[config.mk]
export PLATFORM = sky130hd
export DESIGN_NAME = mem_req_ctrl
export DESIGN_NICKNAME = d
export VERILOG_FILES = /design/src/rtl/mem_req_ctrl.sv
export SDC_FILE = /design/constraint.sdc
export NUM_CORES = 1
export LEC_CHECK = 0
export ABC_AREA = 1
export BUFFER_PORTS_ARGS = -buffer_cell sky130_fd_sc_hd__buf_2
export CAP_MARGIN = 10
export CORE_ASPECT_RATIO = 0.75
export CORE_MARGIN = 2
export CORE_UTILIZATION = 56
export CTS_BUF_LIST = sky130_fd_sc_hd__clkbuf_16
export DETAILED_ROUTE_END_ITERATION = 12
export HOLD_SLACK_MARGIN = 0.12
export PLACE_DENSITY = 0.95
export SLEW_MARGIN = 20
export SYNTH_ARGS = -nofsm -noshare
export SYNTH_HDL_FRONTEND = slang
export SYNTH_SLANG_ARGS = --single-unit
[constraint.sdc]
create_clock -name CLK -period 3.7 [get_ports CLK]
set_clock_uncertainty 0.1 [all_clocks]
set_input_delay 1.11 -clock CLK [delete_from_list [all_inputs] [get_ports CLK]]
set_output_delay 1.11 -clock CLK [all_outputs]
set_load 0.005 [all_outputs]
[src/rtl/mem_req_ctrl.sv]
// mem_req_ctrl
//   Host-side request controller in front of a single-port memory
//   (EN=1 write, EN=0 read). One request is in flight at a time:
//   accept -> drive memory -> return a single response beat that the
//   host may stall. Reads that never see Valid_out within TIMEOUT
//   cycles of waiting return an error. Completed writes, good reads
//   and timed-out reads are tallied in saturating counters.
//
// Ports
//   CLK, RST          rising-edge clock, asynchronous active-low reset
//   req_*             host request channel (valid/ready handshake)
//   rsp_*             host response channel (valid/ready handshake)
//   mem_data_in       memory Data_in   (registered)
//   mem_address       memory Address   (registered)
//   mem_en            memory EN        (1 = write)
//   mem_data_out      memory Data_out
//   mem_valid_out     memory Valid_out (read data valid)
//   wr_count, rd_count, err_count  saturating statistics
module mem_req_ctrl #(
  parameter int DATA_WIDTH = 32,
  parameter int ADDR_WIDTH = 4,
  parameter int TIMEOUT    = 8,
  parameter int CNT_WIDTH  = 16
) (
  input  logic                  CLK,
  input  logic                  RST,
  input  logic                  req_valid,
  output logic                  req_ready,
  input  logic                  req_wr,
  input  logic [ADDR_WIDTH-1:0] req_addr,
  input  logic [DATA_WIDTH-1:0] req_wdata,
  output logic                  rsp_valid,
  input  logic                  rsp_ready,
  output logic                  rsp_wr,
  output logic                  rsp_err,
  output logic [DATA_WIDTH-1:0] rsp_rdata,
  output logic [DATA_WIDTH-1:0] mem_data_in,
  output logic [ADDR_WIDTH-1:0] mem_address,
  output logic                  mem_en,
  input  logic [DATA_WIDTH-1:0] mem_data_out,
  input  logic                  mem_valid_out,
  output logic [CNT_WIDTH-1:0]  wr_count,
  output logic [CNT_WIDTH-1:0]  rd_count,
  output logic [CNT_WIDTH-1:0]  err_count
);

  // The wait counter only has to reach TIMEOUT-1, and TIMEOUT <= 255.
  localparam logic [7:0] TIMEOUT_LAST = 8'(TIMEOUT - 1);

  typedef enum logic [2:0] {
    IDLE    = 3'd0,
    WRITE   = 3'd1,
    READ    = 3'd2,
    WAIT_RD = 3'd3,
    RESP    = 3'd4
  } state_t;

  state_t                  state_reg, state_next;
  logic                    cmd_wr_reg;
  logic [ADDR_WIDTH-1:0]   mem_address_reg;
  logic [DATA_WIDTH-1:0]   mem_data_in_reg;
  logic [7:0]              timer_reg;
  logic                    rsp_wr_reg;
  logic                    rsp_err_reg;
  logic [DATA_WIDTH-1:0]   rsp_rdata_reg;
  logic                    rsp_handshake;
  logic                    timeout_hit;
  logic [2:0]              cnt_inc;

  assign rsp_handshake = (state_reg == RESP) && rsp_ready;
  assign timeout_hit   = (timer_reg == TIMEOUT_LAST);

  // ---------------------------------------------------------------
  // FSM: state register
  // ---------------------------------------------------------------
  always_ff @(posedge CLK or negedge RST) begin
    if (!RST) begin
      state_reg <= IDLE;
    end else begin
      state_reg <= state_next;
    end
  end

  // ---------------------------------------------------------------
  // FSM: next-state logic
  // ---------------------------------------------------------------
  always_comb begin
    state_next = state_reg;
    case (state_reg)
      IDLE:    if (req_valid) state_next = req_wr ? WRITE : READ;
      WRITE:   state_next = RESP;
      READ:    state_next = WAIT_RD;
      WAIT_RD: if (mem_valid_out || timeout_hit) state_next = RESP;
      RESP:    if (rsp_ready) state_next = IDLE;
      default: state_next = IDLE;
    endcase
  end

  // ---------------------------------------------------------------
  // FSM: state-decoded outputs
  // ---------------------------------------------------------------
  always_comb begin
    req_ready = 1'b0;
    mem_en    = 1'b0;
    rsp_valid = 1'b0;
    case (state_reg)
      IDLE:    req_ready = 1'b1;
      WRITE:   mem_en    = 1'b1;
      RESP:    rsp_valid = 1'b1;
      default: ;
    endcase
  end

  // ---------------------------------------------------------------
  // Command, memory-side and response registers
  // ---------------------------------------------------------------
  // The memory address/data registers double as the command latch, so
  // they are loaded on the accept edge and are already valid during
  // the WRITE/READ cycle that follows.
  always_ff @(posedge CLK or negedge RST) begin
    if (!RST) begin
      cmd_wr_reg      <= 1'b0;
      mem_address_reg <= '0;
      mem_data_in_reg <= '0;
      timer_reg       <= '0;
      rsp_wr_reg      <= 1'b0;
      rsp_err_reg     <= 1'b0;
      rsp_rdata_reg   <= '0;
    end else begin
      case (state_reg)
        IDLE: begin
          if (req_valid) begin
            cmd_wr_reg      <= req_wr;
            mem_address_reg <= req_addr;
            mem_data_in_reg <= req_wdata;
          end
        end
        WRITE: begin
          rsp_wr_reg    <= cmd_wr_reg;
          rsp_err_reg   <= 1'b0;
          rsp_rdata_reg <= '0;
        end
        READ: begin
          timer_reg <= '0;
        end
        WAIT_RD: begin
          if (mem_valid_out) begin
            rsp_wr_reg    <= 1'b0;
            rsp_err_reg   <= 1'b0;
            rsp_rdata_reg <= mem_data_out;
          end else if (timeout_hit) begin
            rsp_wr_reg    <= 1'b0;
            rsp_err_reg   <= 1'b1;
            rsp_rdata_reg <= '0;
          end else begin
            timer_reg <= timer_reg + 8'd1;
          end
        end
        RESP: begin
          // Response is held until accepted, then cleared so a stale
          // beat never lingers on the bus.
          if (rsp_ready) begin
            rsp_wr_reg    <= 1'b0;
            rsp_err_reg   <= 1'b0;
            rsp_rdata_reg <= '0;
          end
        end
        default: ;
      endcase
    end
  end

  assign mem_address = mem_address_reg;
  assign mem_data_in = mem_data_in_reg;
  assign rsp_wr      = rsp_wr_reg;
  assign rsp_err     = rsp_err_reg;
  assign rsp_rdata   = rsp_rdata_reg;

  // ---------------------------------------------------------------
  // Statistics: exactly one counter bumps per response handshake.
  //   index 0 = writes, 1 = good reads, 2 = timed-out reads
  // ---------------------------------------------------------------
  assign cnt_inc[0] = rsp_handshake &&  rsp_wr_reg;
  assign cnt_inc[1] = rsp_handshake && !rsp_wr_reg && !rsp_err_reg;
  assign cnt_inc[2] = rsp_handshake && !rsp_wr_reg &&  rsp_err_reg;

  genvar gi;
  generate
    for (gi = 0; gi < 3; gi++) begin : g_cnt
      logic [CNT_WIDTH-1:0] count_reg;
      always_ff @(posedge CLK or negedge RST) begin
        if (!RST) begin
          count_reg <= '0;
        end else if (cnt_inc[gi] && (count_reg != {CNT_WIDTH{1'b1}})) begin
          count_reg <= count_reg + 1'b1;
        end
      end
    end
  endgenerate

  assign wr_count  = g_cnt[0].count_reg;
  assign rd_count  = g_cnt[1].count_reg;
  assign err_count = g_cnt[2].count_reg;

endmodule

==> results.yml <==
run_status:
  outcome: "completed"
yosys:
  async_reset_ff_frac: 1.00
  syn_inst: 856
  syn_nets: 934
  synth.cell_area_sq_um: 6480
  synth-seq-cells: 130
  syn_area_per_cell_sq_um: 7.57
  synthDistinctLibCells: 32
  synth-edff-count: 0
  yosys_warnings: 0
  yosysSeqAreaShare: 0.502
  synth_flop_cell: "dfrtp_1"
pwr:
  power.density_nw_per_um2: 611
  peakVddDrop_mv: 0.518
  power.leakage_nw: 4.53
finish:
  final_cell_mix: "nand2_1, buf_2, dfrtp_1, nand3_1, nor2_1"
  fin_nets: 1128
  nFillCells: 814
  drive_above_1_share: 0.245
  area_delta_synth_final_pct: 25.1
  stdcell_count: 1204
  final_common_cell: "nand2_1"
global_route:
  grt_pass1_wl_microns: 27900
  antenna_found_initial: 2
  grt_usage: 0.281
  grt_pass1_vias: 5794
  grt_start_max_net_pins: 59
  overflow: 0
clock_tree:
  clk_latency_ps: 410
  tritoncts: "yes"
  clk_path_buf_depth: 2
  cts.sinks: 130
  clk_pin_slew_ps: 60
  postCtsHoldBufs: 0
  root_buffer: "clkbuf_16"
  cts_resized: 0
  postCtsSetupBuffers: 0
  cts.htree.levels: 4
  numCtsBuffers: 17
place:
  dp_hpwl_microns: 12300
  gp_congestion: 0.878
  io_buffers: 194
  dp_cells: 1171
drt:
  wl_per_cell_microns: 14.0
  drc: 0
  wirelength_microns: 16900
  firstDrtPassIters: 5
  drt-initial-drc-count: 403
  viasPerCell: 5.22
  ant_nets: 0
  route.vias.total: 6284
die:
  design.die.area_sq_um: 12500
  io_pins: 195
  initial_core_util: 0.583
  rows: 33
  die_w_microns: 128
  coreArea_sq_um: 11100
  die_h_microns: 97.2
sta:
  fmax_mhz: 314
  finalMaxSlewViolations: 0
  finalHoldViolCount: 0
  min_period_over_period: 0.860
  worst-slew-pin-transition_ps: 717
  rsz0062_at_grt: "no"
  setup_tns_ps: 0
  min_period_ps: 3180
  slew_headroom: 0.521
  setup_viol: 0
worst_setup_path:
  setup.worst_path.end_class: "output pin"
  crit_buf_inv: 2
  slowest_delay_ps: 490
  cp.arrival_ps: 1970
  critPathKind: "reg -> out"
  critPathLaunchType: "flop"
  path_cells: "nor2_1 -> nand2_1 -> inv_1 -> buf_2"
  crit_fanout: 21
  critPathTopFamily: "buffers and inverters"
  cp.required_ps: 2490
  slowest_stage: "inv_1"
run:
  cap_viol_max_count: 0
min_path:
  min_path_type: "reg -> reg"
-- synth_stat cells (3+ instances only) --
library cell | instances | area, sq um
inv_1 | 47 | 176
nand3_1 | 65 | 325
nor2_2 | 6 | 37.5
xnor2_1 | 17 | 149
buf_4 | 5 | 37.5
nor2_1 | 62 | 233
dfrtp_1 | 130 | 3250
nand3_2 | 3 | 30.0
inv_2 | 8 | 30.0
nor2_4 | 3 | 33.8
xor2_1 | 4 | 35.0
nand4_1 | 19 | 119
nand2_1 | 429 | 1610
nand2_2 | 3 | 18.8
clkbuf_1 | 5 | 18.8
buf_6 | 4 | 45.0
o21ai_0 | 14 | 70.1
buf_2 | 10 | 50.1
ha_1 | 4 | 50.1
-- worst min-delay path, cell delays in order (launching register included) --
cell and delay [ps]:
dfrtp_1 340, nand2_1 50, nand2_1 40
-- metal layers --
| layer | up-vias | track usage | part of all wire |
|---|---|---|---|
| met2 | 254 | 0.459 | 0.49 |
| met5 | - | 0 | 0 |
| li1 | 3064 | - | - |
| met1 | 2940 | 0.366 | 0.42 |
| met3 | 26 | 0.0787 | 0.073 |
| met4 | 0 | 0.0820 | 0.022 |
-- per-stage QoR --
stage,power [mW],area [sq um],worst slack [ps],utilization,hold slack [ps]
final,4.96,8110,516,0.730,366
after global routing,5.26,8110,415,0.730,396
after CTS,4.98,8100,544,0.730,369
after detailed placement,3.34,7530,1010,0.678,353
after global placement,3.26,7530,1090,0.678,349
after floorplan,2.74,6480,1400,-,353
-- cell type report --
cell class | count | area (sq um) | area share
Antenna cell | 1 | 2.50 | 0.000309
Clock buffer | 17 | 425 | 0.0525
Clock inverter | 15 | 146 | 0.0181
Inverter | 55 | 206 | 0.0255
Multi-Input combinational cell | 647 | 2870 | 0.354
Sequential cell | 130 | 3250 | 0.401
Tap cell | 140 | 175 | 0.0216
Timing Repair Buffer | 199 | 1030 | 0.127
-- path summary, 6_finish.rpt --
kind | start | end | slack, ps | cells past startpoint
min in group asynchronous | RST | err_count[13]$_DFFE_PN0P_ | 530 | 1
worst max-delay path | state_reg[2]$_DFFE_PN0P_ | req_ready | 520 | 4
max in group asynchronous | RST | rsp_rdata[1]$_DFFE_PN0P_ | 2240 | 2
worst min register to register | rsp_rdata[30]$_DFFE_PN0P_ | rsp_rdata[30]$_DFFE_PN0P_ | 370 | 2
worst min-delay path | rsp_rdata[30]$_DFFE_PN0P_ | rsp_rdata[30]$_DFFE_PN0P_ | 370 | 2
worst max register to register | state_reg[2]$_DFFE_PN0P_ | mem_data_in[16]$_DFFE_PN0P_ | 980 | 7
-- cell families after synthesis --
| group | count (synthesis) | share of synthesized area |
|---|---|---|
| flops | 130 | 0.502 |
| fa+ha+maj | 4 | 0.00772 |
| xor+xnor | 21 | 0.0284 |
| simple gates | 598 | 0.383 |
| buf+inv | 79 | 0.0552 |
| compound gates | 24 | 0.0236 |
-- where the power goes --
| part | internal [mW] | switching (mW) |
|---|---|---|
| Sequential | 1.77 | 0.254 |
| Clock | 0.943 | 0.668 |
| Combinational | 0.499 | 0.822 |
(Power assumes the default switching activity.)
